[config.mk]
export PLATFORM = sky130hd
export DESIGN_NAME = riscv_decode_stage
export DESIGN_NICKNAME = d
export VERILOG_FILES = /design/src/rtl/riscv_insn_types_pkg.sv /design/src/rtl/riscv_decode_skid.sv /design/src/rtl/riscv_decode_stage.sv
export SDC_FILE = /design/constraint.sdc
export NUM_CORES = 1
export LEC_CHECK = 0
export BUFFER_PORTS_ARGS = -buffer_cell sky130_fd_sc_hd__buf_4
export CAP_MARGIN = 20
export CORE_MARGIN = 2
export CORE_UTILIZATION = 60
export DETAILED_ROUTE_END_ITERATION = 7
export PLACE_DENSITY = 0.86
export SLEW_MARGIN = 20
export SYNTH_ARGS = -nofsm -noshare
export SYNTH_HDL_FRONTEND = slang
export SYNTH_SLANG_ARGS = --single-unit
[constraint.sdc]
create_clock -name clk -period 2.9 [get_ports clk]
set_input_delay 0.58 -clock clk [delete_from_list [all_inputs] [get_ports clk]]
set_output_delay 0.58 -clock clk [all_outputs]
set_load 0.02 [all_outputs]
[src/rtl/riscv_insn_types_pkg.sv]
// RV32I instruction types, opcode constants and the combinational decoder
// shared by the decode stage and its users.
package riscv_insn_types;

  localparam int RISCV_XLEN = 32;

  typedef logic [31:0] insn_t;

  typedef enum logic [2:0] {
    RISCV_INSN_TYPE_R       = 3'd0,
    RISCV_INSN_TYPE_I       = 3'd1,
    RISCV_INSN_TYPE_S       = 3'd2,
    RISCV_INSN_TYPE_B       = 3'd3,
    RISCV_INSN_TYPE_U       = 3'd4,
    RISCV_INSN_TYPE_J       = 3'd5,
    RISCV_INSN_TYPE_ILLEGAL = 3'd6
  } insn_type_e;

  // Base opcodes; every legal one ends in 2'b11, so an opcode match also
  // implies a 32-bit (non-compressed) encoding.
  localparam logic [6:0] OPC_OP     = 7'b0110011;
  localparam logic [6:0] OPC_OP_IMM = 7'b0010011;
  localparam logic [6:0] OPC_LOAD   = 7'b0000011;
  localparam logic [6:0] OPC_JALR   = 7'b1100111;
  localparam logic [6:0] OPC_SYSTEM = 7'b1110011;
  localparam logic [6:0] OPC_STORE  = 7'b0100011;
  localparam logic [6:0] OPC_BRANCH = 7'b1100011;
  localparam logic [6:0] OPC_LUI    = 7'b0110111;
  localparam logic [6:0] OPC_AUIPC  = 7'b0010111;
  localparam logic [6:0] OPC_JAL    = 7'b1101111;

  typedef struct packed {
    insn_type_e                itype;
    logic [6:0]                opcode;
    logic [4:0]                rd;
    logic [4:0]                rs1;
    logic [4:0]                rs2;
    logic [2:0]                funct3;
    logic [6:0]                funct7;
    logic [RISCV_XLEN-1:0]     imm;
  } insn_info_t;

  function automatic logic is_type_r(input logic [6:0] opcode);
    return opcode == OPC_OP;
  endfunction

  function automatic logic is_type_i(input logic [6:0] opcode);
    return (opcode == OPC_OP_IMM) || (opcode == OPC_LOAD) ||
           (opcode == OPC_JALR)   || (opcode == OPC_SYSTEM);
  endfunction

  function automatic logic is_type_s(input logic [6:0] opcode);
    return opcode == OPC_STORE;
  endfunction

  function automatic logic is_type_b(input logic [6:0] opcode);
    return opcode == OPC_BRANCH;
  endfunction

  function automatic logic is_type_u(input logic [6:0] opcode);
    return (opcode == OPC_LUI) || (opcode == OPC_AUIPC);
  endfunction

  function automatic logic is_type_j(input logic [6:0] opcode);
    return opcode == OPC_JAL;
  endfunction

  // Fields a format does not define stay zero; illegal words keep only the opcode.
  function automatic insn_info_t decode_insn(input insn_t insn);
    insn_info_t info;
    logic [6:0] opcode;
    opcode      = insn[6:0];
    info        = '0;
    info.opcode = opcode;
    if (is_type_r(opcode)) begin
      info.itype  = RISCV_INSN_TYPE_R;
      info.rd     = insn[11:7];
      info.rs1    = insn[19:15];
      info.rs2    = insn[24:20];
      info.funct3 = insn[14:12];
      info.funct7 = insn[31:25];
    end else if (is_type_i(opcode)) begin
      info.itype  = RISCV_INSN_TYPE_I;
      info.rd     = insn[11:7];
      info.rs1    = insn[19:15];
      info.funct3 = insn[14:12];
      info.imm    = {{20{insn[31]}}, insn[31:20]};
    end else if (is_type_s(opcode)) begin
      info.itype  = RISCV_INSN_TYPE_S;
      info.rs1    = insn[19:15];
      info.rs2    = insn[24:20];
      info.funct3 = insn[14:12];
      info.imm    = {{20{insn[31]}}, insn[31:25], insn[11:7]};
    end else if (is_type_b(opcode)) begin
      info.itype  = RISCV_INSN_TYPE_B;
      info.rs1    = insn[19:15];
      info.rs2    = insn[24:20];
      info.funct3 = insn[14:12];
      info.imm    = {{19{insn[31]}}, insn[31], insn[7], insn[30:25], insn[11:8], 1'b0};
    end else if (is_type_u(opcode)) begin
      info.itype  = RISCV_INSN_TYPE_U;
      info.rd     = insn[11:7];
      info.imm    = {insn[31:12], 12'b0};
    end else if (is_type_j(opcode)) begin
      info.itype  = RISCV_INSN_TYPE_J;
      info.rd     = insn[11:7];
      info.imm    = {{11{insn[31]}}, insn[31], insn[19:12], insn[20], insn[30:21], 1'b0};
    end else begin
      info.itype  = RISCV_INSN_TYPE_ILLEGAL;
    end
    return info;
  endfunction

endpackage

[src/rtl/riscv_decode_skid.sv]
// Two-entry valid/ready buffer: an output register plus one skid entry.
// in_ready depends only on registered state and flush, never on out_ready.
module riscv_decode_skid #(
  parameter type payload_t = logic [31:0]
) (
  input  logic     clk,
  input  logic     rst_n,
  input  logic     flush,
  input  logic     in_valid,
  output logic     in_ready,
  input  payload_t in_data,
  output logic     out_valid,
  input  logic     out_ready,
  output payload_t out_data
);

  logic     or_valid_reg, or_valid_next;
  logic     sk_valid_reg, sk_valid_next;
  payload_t or_data_reg,  or_data_next;
  payload_t sk_data_reg,  sk_data_next;
  logic     accept;

  assign in_ready  = !sk_valid_reg && !flush;
  assign accept    = in_valid && in_ready;
  assign out_valid = or_valid_reg;
  assign out_data  = or_data_reg;

  // Next-state: refill OR from SK first (FIFO order), else from input; spill to SK when OR stalls.
  always_comb begin
    or_valid_next = or_valid_reg;
    or_data_next  = or_data_reg;
    sk_valid_next = sk_valid_reg;
    sk_data_next  = sk_data_reg;
    if (flush) begin
      or_valid_next = 1'b0;
      sk_valid_next = 1'b0;
    end else if (!or_valid_reg || out_ready) begin
      if (sk_valid_reg) begin
        or_valid_next = 1'b1;
        or_data_next  = sk_data_reg;
        sk_valid_next = 1'b0;
      end else if (accept) begin
        or_valid_next = 1'b1;
        or_data_next  = in_data;
      end else begin
        or_valid_next = 1'b0;
      end
    end else if (accept) begin
      sk_valid_next = 1'b1;
      sk_data_next  = in_data;
    end
  end

  // State registers; reset clears valids and data so outputs read as zero.
  always_ff @(posedge clk or negedge rst_n) begin
    if (!rst_n) begin
      or_valid_reg <= 1'b0;
      sk_valid_reg <= 1'b0;
      or_data_reg  <= '0;
      sk_data_reg  <= '0;
    end else begin
      or_valid_reg <= or_valid_next;
      sk_valid_reg <= sk_valid_next;
      or_data_reg  <= or_data_next;
      sk_data_reg  <= sk_data_next;
    end
  end

endmodule

[src/rtl/riscv_decode_stage.sv]
// RV32I decode stage: decodes the incoming word combinationally and buffers
// the decoded form (not the raw word) in a two-entry skid buffer.
module riscv_decode_stage
  import riscv_insn_types::*;
#(
  parameter int XLEN = RISCV_XLEN
) (
  input  logic            clk,
  input  logic            rst_n,
  input  logic            flush,
  input  logic            in_valid,
  output logic            in_ready,
  input  insn_t           in_insn,
  input  logic [XLEN-1:0] in_pc,
  output logic            out_valid,
  input  logic            out_ready,
  output insn_info_t      out_info,
  output logic [XLEN-1:0] out_pc,
  output logic            out_illegal
);

  typedef struct packed {
    insn_info_t      info;
    logic [XLEN-1:0] pc;
    logic            illegal;
  } stage_payload_t;

  stage_payload_t in_payload;
  stage_payload_t out_payload;
  insn_info_t     decoded;

  // Decode the incoming word and bundle it with its PC for buffering.
  always_comb begin
    decoded            = decode_insn(in_insn);
    in_payload         = '0;
    in_payload.info    = decoded;
    in_payload.pc      = in_pc;
    in_payload.illegal = (decoded.itype == RISCV_INSN_TYPE_ILLEGAL);
  end

  riscv_decode_skid #(
    .payload_t (stage_payload_t)
  ) u_skid (
    .clk       (clk),
    .rst_n     (rst_n),
    .flush     (flush),
    .in_valid  (in_valid),
    .in_ready  (in_ready),
    .in_data   (in_payload),
    .out_valid (out_valid),
    .out_ready (out_ready),
    .out_data  (out_payload)
  );

  assign out_info    = out_payload.info;
  assign out_pc      = out_payload.pc;
  assign out_illegal = out_payload.illegal;

endmodule

==> impl_metrics.env <==
export IMPL_outcome="complete, no violations"
export IMPL_multi_input_area_sq_mm=0.003597
export IMPL_overflow=0
export IMPL_post_cts_buffers=0
export IMPL_peakVddDrop_mv=0.4177
export IMPL_firstDrtPassIters=6
export IMPL_required_ps=3310
export IMPL_fp_row_count=44
export IMPL_cts_root_buf="clkbuf_16"
export IMPL_synth_ff_latch_count=202
export IMPL_die_w_microns=126.2
export IMPL_num_antenna_cells=0
export IMPL_htree_levels=1
export IMPL_coreArea_sq_mm=0.01453
export IMPL_grt_pass1_wl_microns=37690
export IMPL_drive_gt1_share_pct=23.23
export IMPL_worst_setup_path_end_kind="flip-flop"
export IMPL_worstPathCellList="nor2b_1 -> or3_4 -> nor2_2 -> nand2_2 -> o22ai_1"
export IMPL_syn_nets=988
export IMPL_cts_tree="yes"
export IMPL_wl_met2_microns=11140
export IMPL_antenna_found_initial=0
export IMPL_fin_crit_sh_pct=85.35
export IMPL_synthesis_area_sq_mm=0.008954
export IMPL_synthDistinctLibCells=50
export IMPL_die_area_sq_mm=0.01592
export IMPL_cts_sinks=202
export IMPL_max_freq_ghz=0.4040
export IMPL_grt_pass1_vias=7340
export IMPL_power_frac_comb_pct=17.5
export IMPL_routed_wl_microns=23130
export IMPL_cp_max_fo=20
export IMPL_portBuffers=170
export IMPL_grt_max_degree=71
export IMPL_seqPwrFrac_pct=47.2
export IMPL_slew_viol_final=0
export IMPL_postCtsHoldBufs=0
export IMPL_synth_top_family_by_area="compound AO/OA/AOI/OAI gates"
export IMPL_routedWlPerCell_microns=18.35
export IMPL_setup_violations_final=0
export IMPL_async_reset_ff_share_pct=100.0
export IMPL_final_cell_mix="217 x nand2_1, 201 x dfrtp_1, 189 x buf_4"
export IMPL_n_fill_cell=1020
export IMPL_vias=7623
export IMPL_synth_edf_count=0
export IMPL_synthFlopType="dfrtp_1"
export IMPL_hold_violations=0
export IMPL_p_int_mw=5.139
export IMPL_synth_compound_area_share_pct=16.94
export IMPL_wl_met1_microns=9445
export IMPL_avgViaCountPerCell=6.050
export IMPL_dp_hpwl_microns=15060
export IMPL_worstMarginPinSlew_ps=1033
export IMPL_slowest_delay_ps=790
export IMPL_period_minus_slack_ps=2475
export IMPL_drt_iter0_markers=689
export IMPL_avgSynthCellArea_sq_um=9.743
export IMPL_io_pins=171
export IMPL_final_common_cell="nand2_1"
export IMPL_power_switching_mw=1.999
export IMPL_yosys_warnings=0
export IMPL_crit_arrival_ps=2880
export IMPL_nNetsFinal=1132
export IMPL_finalPower_mw=7.138
export IMPL_ant_nets=0
export IMPL_slowest_stage="nor2_2"
export IMPL_path_clk_slew_ps=60
export IMPL_powerDensity_mw_per_mm2=647.9
export IMPL_cts_buffers=21
export IMPL_area_growth_pct=23.04
export IMPL_ys_seq_area_share_pct=56.46
export IMPL_netlist_instances=919
export IMPL_yosys_area_share_xor_xnor_pct=0.09782
export IMPL_tns_ps=0
export IMPL_place_congestion=0.9093
export IMPL_synthAdderAreaFrac_pct=0.1118
export IMPL_met3WireLength_microns=1838
export IMPL_relSlewSlack_pct=31.05
export IMPL_highest_layer="met4"
export IMPL_cts_resized=0
export IMPL_fin_skew_ps=5.070
export IMPL_regArea_sq_mm=0.005059
export IMPL_fp_dieH_microns=126.2
export IMPL_cp_start_kind="flip-flop"
export IMPL_rsz0062_at_grt="no"
export IMPL_criticalPathCategory="reg2reg"
export IMPL_utilization_pct=75.80
export IMPL_ctsLongestPathBuffers=3
export IMPL_p_clk_share_pct=35.3
export IMPL_start_util_pct=61.60
export IMPL_rrSetupSlack_ps=420
export IMPL_worstHoldPathType="in2async"
export IMPL_synth_area_mux_share_pct=5.869
export IMPL_yosys_area_share_simple_pct=16.88
export IMPL_clk_latency_ps=490
export IMPL_grtUsageTotal_pct=29.01
export IMPL_netSwitchingFraction_pct=28.01
export IMPL_drc=0
export IMPL_max_cap_violations=0
export IMPL_power_leakage_nw=5.293
-- critical path: cells and delay by family (launching register included) --
family             cells  cell delay [ps]
and+or+nand+nor        4             1730
DFF                    1              390
AOI/OAI and AO/OA      1              270
-- per-stage QoR --
stage	worst slack (ps)	hold WS [ps]	instance area, sq um	cells
6_report	424.9	102.4	11020	1260
5_1_grt	291.8	144.6	11020	1260
4_1_cts	443.1	117.6	11020	1260
3_5_place_dp	258.8	462.1	10380	1224
3_3_place_gp	359.1	456.0	10380	1224
2_1_floorplan	884.6	284.4	8954	919
-- cell type report --
cell class	count	share of cell area (%)
multi-input combinational	641	32.65
clock inverter	6	0.2726
timing repair buffer	192	13.37
sequential	202	45.92
inverter	5	0.1704
clock buffer	30	5.531
tap	184	2.090
-- layer usage --
metal	track usage (%)	up-vias
met1	40.42	3719
met5	0	-
met2	46.90	354
li1	-	3486
met3	4.970	64
met4	9.696	0
-- synthesized netlist by cell type (3+ instances only) --
cell type | count | share of area, %
a21oi_1 | 49 | 2.7
a221o_1 | 16 | 1.8
a22o_1 | 5 | 0.49
a22oi_1 | 6 | 0.50
a31o_1 | 11 | 1.1
a32o_1 | 11 | 1.2
and3_1 | 20 | 1.4
buf_1 | 8 | 0.34
buf_2 | 27 | 1.5
clkbuf_1 | 34 | 1.4
dfrtp_1 | 202 | 56
inv_1 | 5 | 0.21
mux2_2 | 12 | 1.5
mux2i_1 | 39 | 4.4
nand2_1 | 217 | 9.1
nand2_2 | 3 | 0.21
nand3_1 | 26 | 1.5
nand3b_1 | 6 | 0.50
nor2_1 | 57 | 2.4
nor2b_1 | 3 | 0.21
nor3b_1 | 3 | 0.25
o211ai_1 | 14 | 1.2
o21a_1 | 7 | 0.59
o21ai_0 | 93 | 5.2
o22ai_1 | 11 | 0.77
-- power by group through the flow --
stage / Clock [mW] / Combinational [mW] / Sequential (mW)
6_report: 2.52 / 1.25 / 3.37
3_3_place_gp: 0 / 1.21 / 3.40
4_1_cts: 2.54 / 1.26 / 3.36
5_1_grt: 2.65 / 1.37 / 3.41
3_5_place_dp: 0 / 1.25 / 3.41
2_1_floorplan: 0 / 0.465 / 3.59
-- path summary, 6_finish.rpt --
path	startpoint	endpoint	cells after the start
worst min register to register	u_skid.sk_data_reg[64]	u_skid.sk_data_reg[64]	2
worst min-delay path	rst_n	u_skid.sk_data_reg[29]	1
max in group asynchronous	rst_n	u_skid.sk_valid_reg	2
worst max register to register	u_skid.out_valid	u_skid.out_data[47]	5
worst max-delay path	u_skid.out_valid	u_skid.out_data[47]	5
min in group clk	in_pc[1]	u_skid.sk_data_reg[2]	3
-- logic make-up (layout without fill, tap and decap cells) --
| logic type | after synthesis | in the layout |
|---|---|---|
| AO/OA/AOI/OAI | 237 | 237 |
| XOR/XNOR | 1 | 1 |
| adder cells (fa/ha/maj) | 1 | 1 |
| buffers and inverters | 76 | 233 |
| flip-flops | 202 | 202 |
| multiplexers | 51 | 51 |
| AND/OR/NAND/NOR | 351 | 351 |
No activity file was read; power rests on OpenSTA's default activity.
